==> src/rtl/spi_slave_rx.sv <==
`timescale 1ns/1ps
// SPI mode 0 receive endpoint: oversamples sck/mosi/cs_n in the clk domain,
// deserialises MSB-first words and presents them on a valid/ready port.
// Ports:
//   clk, rst                   system clock, async active-high reset
//   sck, mosi, cs_n            raw SPI lines from the master
//   rx_data, rx_valid, rx_ready word output handshake
//   frame_err, overrun         1-cycle error pulses
//   active                     frame in progress
module spi_slave_rx #(
  parameter int SYNC_STAGES = 2,
  parameter int DATA_W      = 8
) (
  input  logic              clk,
  input  logic              rst,
  input  logic              sck,
  input  logic              mosi,
  input  logic              cs_n,
  output logic [DATA_W-1:0] rx_data,
  output logic              rx_valid,
  input  logic              rx_ready,
  output logic              frame_err,
  output logic              overrun,
  output logic              active
);

  localparam int CW = $clog2(DATA_W);

  typedef enum logic {IDLE, ACTIVE} state_t;

  state_t state_q, state_d;

  logic [SYNC_STAGES-1:0] sck_sync_q;
  logic [SYNC_STAGES-1:0] mosi_sync_q;
  logic [SYNC_STAGES-1:0] cs_sync_q;
  logic sck_q, cs_q;
  logic sck_s, mosi_s, cs_s;
  logic sck_rise, cs_rise, cs_fall;

  logic [DATA_W-1:0] shift_q, shift_d;
  logic [CW-1:0]     bit_cnt_q, bit_cnt_d;
  logic [DATA_W-1:0] rx_data_q, rx_data_d;
  logic              rx_valid_q, rx_valid_d;
  logic              frame_err_q, frame_err_d;
  logic              overrun_q, overrun_d;
  logic              word_done;
  logic [DATA_W-1:0] word;

  // Synchronisers plus one extra stage for edge detection.
  always_ff @(posedge clk or posedge rst) begin
    if (rst) begin
      sck_sync_q  <= '0;
      mosi_sync_q <= '0;
      cs_sync_q   <= '1;
      sck_q       <= 1'b0;
      cs_q        <= 1'b1;
    end else begin
      sck_sync_q  <= {sck_sync_q[SYNC_STAGES-2:0], sck};
      mosi_sync_q <= {mosi_sync_q[SYNC_STAGES-2:0], mosi};
      cs_sync_q   <= {cs_sync_q[SYNC_STAGES-2:0], cs_n};
      sck_q       <= sck_s;
      cs_q        <= cs_s;
    end
  end

  assign sck_s    = sck_sync_q[SYNC_STAGES-1];
  assign mosi_s   = mosi_sync_q[SYNC_STAGES-1];
  assign cs_s     = cs_sync_q[SYNC_STAGES-1];
  assign sck_rise = sck_s & ~sck_q;
  assign cs_rise  = cs_s & ~cs_q;
  assign cs_fall  = ~cs_s & cs_q;

  // State register.
  always_ff @(posedge clk or posedge rst) begin
    if (rst) state_q <= IDLE;
    else     state_q <= state_d;
  end

  // Next-state logic; a cs_n rise wins over a coincident sck rise.
  always_comb begin
    state_d = state_q;
    unique case (state_q)
      IDLE:    if (cs_fall) state_d = ACTIVE;
      ACTIVE:  if (cs_rise) state_d = IDLE;
      default: state_d = IDLE;
    endcase
  end

  // Output logic.
  always_comb begin
    active = (state_q == ACTIVE);
  end

  assign word = {shift_q[DATA_W-2:0], mosi_s};
  assign word_done = (state_q == ACTIVE) && !cs_rise && sck_rise &&
                     (bit_cnt_q == CW'(DATA_W-1));

  // Datapath next state.
  always_comb begin
    shift_d     = shift_q;
    bit_cnt_d   = bit_cnt_q;
    rx_data_d   = rx_data_q;
    rx_valid_d  = rx_valid_q;
    frame_err_d = 1'b0;
    overrun_d   = 1'b0;

    if (state_q == IDLE) begin
      if (cs_fall) begin
        shift_d   = '0;
        bit_cnt_d = '0;
      end
    end else if (cs_rise) begin
      // Partial word is dropped; output word is left untouched.
      frame_err_d = (bit_cnt_q != '0);
    end else if (sck_rise) begin
      shift_d = word;
      if (bit_cnt_q == CW'(DATA_W-1)) bit_cnt_d = '0;
      else                            bit_cnt_d = bit_cnt_q + 1'b1;
    end

    if (rx_valid_q && rx_ready) rx_valid_d = 1'b0;

    if (word_done) begin
      rx_data_d  = word;
      rx_valid_d = 1'b1;
      overrun_d  = rx_valid_q && !rx_ready;
    end
  end

  always_ff @(posedge clk or posedge rst) begin
    if (rst) begin
      shift_q     <= '0;
      bit_cnt_q   <= '0;
      rx_data_q   <= '0;
      rx_valid_q  <= 1'b0;
      frame_err_q <= 1'b0;
      overrun_q   <= 1'b0;
    end else begin
      shift_q     <= shift_d;
      bit_cnt_q   <= bit_cnt_d;
      rx_data_q   <= rx_data_d;
      rx_valid_q  <= rx_valid_d;
      frame_err_q <= frame_err_d;
      overrun_q   <= overrun_d;
    end
  end

  assign rx_data   = rx_data_q;
  assign rx_valid  = rx_valid_q;
  assign frame_err = frame_err_q;
  assign overrun   = overrun_q;

endmodule

==> config.mk <==
export PLATFORM = sky130hd
export DESIGN_NAME = spi_slave_rx
export DESIGN_NICKNAME = d
export VERILOG_FILES = /design/src/rtl/spi_slave_rx.sv
export SDC_FILE = /design/constraint.sdc
export NUM_CORES = 1
export LEC_CHECK = 0
export BUFFER_PORTS_ARGS = -buffer_cell sky130_fd_sc_hd__buf_4
export CAP_MARGIN = 20
export CORE_ASPECT_RATIO = 0.9
export CORE_MARGIN = 10
export CORE_UTILIZATION = 25
export CTS_BUF_LIST = sky130_fd_sc_hd__clkbuf_8
export CTS_CLUSTER_SIZE = 16
export DETAILED_ROUTE_END_ITERATION = 8
export SLEW_MARGIN = 5
export SYNTH_ARGS = -nofsm -noshare
export SYNTH_HDL_FRONTEND = slang
export SYNTH_SLANG_ARGS = --single-unit
==> constraint.sdc <==
create_clock -name clk -period 2.01 [get_ports clk]
set_input_delay 0 -clock clk [delete_from_list [all_inputs] [get_ports clk]]
set_output_delay 0 -clock clk [all_outputs]
set_load 0.01 [all_outputs]
==> impl_results.md <==
- Tightest Pin Transition: slightly above 0.5 ns
- Drc violations: 0
- Initial antenna violation count: 0
- Routed WL per cell: about 11 um
- Htree depth: 2
- Maximum vdd drop: 454 uV
- Mapped Cells: 90
- Synth area leaders: dfrtp_1 (56%), mux2i_1 (7.5%), mux2_2 (7.5%)
- Critical Path RT: 2.17 ns
- Layout cells sized above 1: between 30% and 40%
- Yosys cell types: 22
- Final cycle utilization of the critical path: around nine tenths
- Net Count, Synth: 99
- Row cnt: 23
- Hold Crit Class: primary input to flop
- # Max-Cap Violations: 0
- Pins over their slew limit: 0
- Total number of vias: 694
- Top FF cell, synth: dfrtp_1
- Die Footprint: approximately 8000 um2
- Count leader, synth: dfrtp_1
- Initial Utilization: 26.5%
- First-pass GRT wire length: 3.59 mm
- CTS Buf Count: 5
- PwrDens: 878 nW/um2
- Top Ports: 18
- Setup TNS: 0 ns
- FF+latch count, synth: 30
- Clk_lat worst skew: 0.28 ns
- CTS sink cnt: 30
- EDFF count, synth: 0
- Worst EP arrival: just under 2 ns
- Yosys top cell by area: dfrtp_1
- Status: finished, final reports clean
- Largest net degree at the start of global routing: 31
- Routability-driven placement congestion ratio: 0.713
- Post-detail-place hpwl: 1.43 mm
- Post-Syn Area: 1200 um2
- CTS Hold Bufs: 4
- Crit. Startpoint: bit_cnt_q[0]$_DFFE_PP0P_
- Kind of end point of the critical path: flop
- Hold Vio Cnt, Final: 0
- Asr flop ratio synth: 100%
- Seq/Total Area, Yosys: 62.6%
- Top cell type's share of synthesized area: a little under three fifths
- Fmax: 561 MHz
- Worst Skew: 0.00530 ns
- Final WL: 2.04 mm
- CTS clk-pin slew, worst paths: 0.06 ns
- Die Wd: 93.2 um
- Min Hold Slack: 0.0209 ns
- Cts repair resizes: 0
- Filler cells: 469
- Initial DRT Pass Iterations: 4
- Grt total ovfl: 0
- Setup-failing EPs final: 0
- Die H: 85.9 um
- Core area: roughly 4500 um2
- Slew headroom: roughly 65%
- Final ANT Viol Nets: 0
- CTS tree: done
- RSZ-0062 raised after global routing: no
- Crit-path max FO: 10
- Startpoint Class: flop
- Crit path time final: 1.78 ns
- Clock Tree Buf Depth: 2
- GRT Total Usage: 5.75%
- Area delta synth->final: 28.8%
- Critical path class: flop to flop
- Commonest cells in the netlist: dfrtp_1 (27), inv_1 (14), nand2_1 (10), mux2i_1 (9), mux2_2 (8)
- Average size of a mapped cell: 13.4 um2
- CTS Root Cell: clkbuf_8
- # nets final: 126
- Pwr Total: 0.00136 W
- Leakage: 0.818 nW
- IO Port Bufs: 17
- Post-CTS Setup Bufs: 0
- R2r startpoint: bit_cnt_q[0]$_DFFE_PP0P_
- Number of global-route vias before repair: 765
- Iteration-0 DRC Markers: between 60 and 70
- Warnings from Yosys: 0
- Vias/cell: around 3.9
- Ant diodes: 0
- Hold_sp: rx_ready
-- per-layer routing --
metal,up-vias,track usage [%],part of all wire (%)
met4,0,2.94,1.8
met5,-,0,0
met2,15,8.21,45
met3,4,3.14,5.1
li1,344,-,-
met1,331,6.78,48
-- registers in the layout (all words and copies together) (netlist names) --
register	cells
sck_sync_q	2
sck_q	1
frame_err	1
active	1
shift_q	7
overrun	1
cs_sync_q	2
rx_valid	1
cs_q	1
rx_data	8
bit_cnt_q	3
mosi_sync_q	2
-- cell families after synthesis --
kind of cell    after synthesis  share of synthesized area, %
flops                        30                          62.6
compound gates                5                          3.53
fa+ha+maj                     3                          3.12
mux                          17                          15.0
buf+inv                      17                          6.02
simple gates                 18                          9.76
-- cell type report --
| type | count | area [um2] | area share, % |
|---|---|---|---|
| flip-flops and latches | 30 | 754 | 48.6 |
| multi-input cells | 43 | 378 | 24.4 |
| repair buffers | 22 | 175 | 11.3 |
| clock buffers | 8 | 110 | 7.10 |
| well taps | 62 | 77.6 | 5.00 |
| inverters | 15 | 56.3 | 3.63 |
-- report_power, final --
group          total [W]  leakage (nW)  internal (W)  switching [W]
combinational   0.000126         0.369     0.0000605      0.0000655
clock           0.000559        0.0575      0.000345       0.000214
sequential      0.000677         0.391      0.000647      0.0000306
-- worst max-delay path, cell delays in order, from the launching register on --
cell	delay, ns
dfrtp_1	0.40
ha_1	0.17
ha_1	0.18
nand2_1	0.10
nor3_4	0.42
mux2_2	0.39
-- through the flow --
step	cells	cell area, um2	util (%)	setup WS, ns
detailed placement	168	1400	30.8	0.206
global placement	168	1400	30.8	0.318
global route	180	1550	34.1	0.132
finish	180	1550	34.1	0.229
floorplan	90	1200	-	0.452
CTS	180	1550	34.1	0.207
-- placed cells by master, fill, tap and decap left out --
| cell | count |
|---|---|
| buf_4 | 18 |
| mux2_2 | 8 |
| inv_1 | 14 |
| or3b_1 | 1 |
| nor2_1 | 1 |
| or3_4 | 1 |
| nand2b_1 | 1 |
| dlygate4sd3_1 | 4 |
| nor2b_4 | 1 |
| o41ai_2 | 1 |
| dfrtp_1 | 27 |
| o21ai_0 | 2 |
| mux2i_1 | 9 |
| ha_1 | 3 |
| inv_2 | 1 |
| nand2b_4 | 1 |
| a21o_1 | 1 |
| nand2_1 | 10 |
| clkbuf_8 | 8 |
| and3_1 | 1 |
| o311ai_0 | 1 |
| nor3_4 | 1 |
| dfstp_2 | 3 |
-- path summary, 6_finish.rpt --
path | to | slack [ns] | cells past startpoint
worst max-delay path | rx_data[3]$_DFFE_PP0P_ | 0.23 | 5
worst max register to register | rx_data[3]$_DFFE_PP0P_ | 0.23 | 5
worst min register to register | sck_sync_q[1]$_DFF_PP0_ | 0.35 | 0
min in group asynchronous | mosi_sync_q[0]$_DFF_PP0_ | 0.34 | 4
max in group asynchronous | cs_q$_DFF_PP1_ | 1.36 | 4
worst min-delay path | rx_valid$_DFFE_PP0P_ | 0.02 | 3
Power figures use the tool's default switching activity.
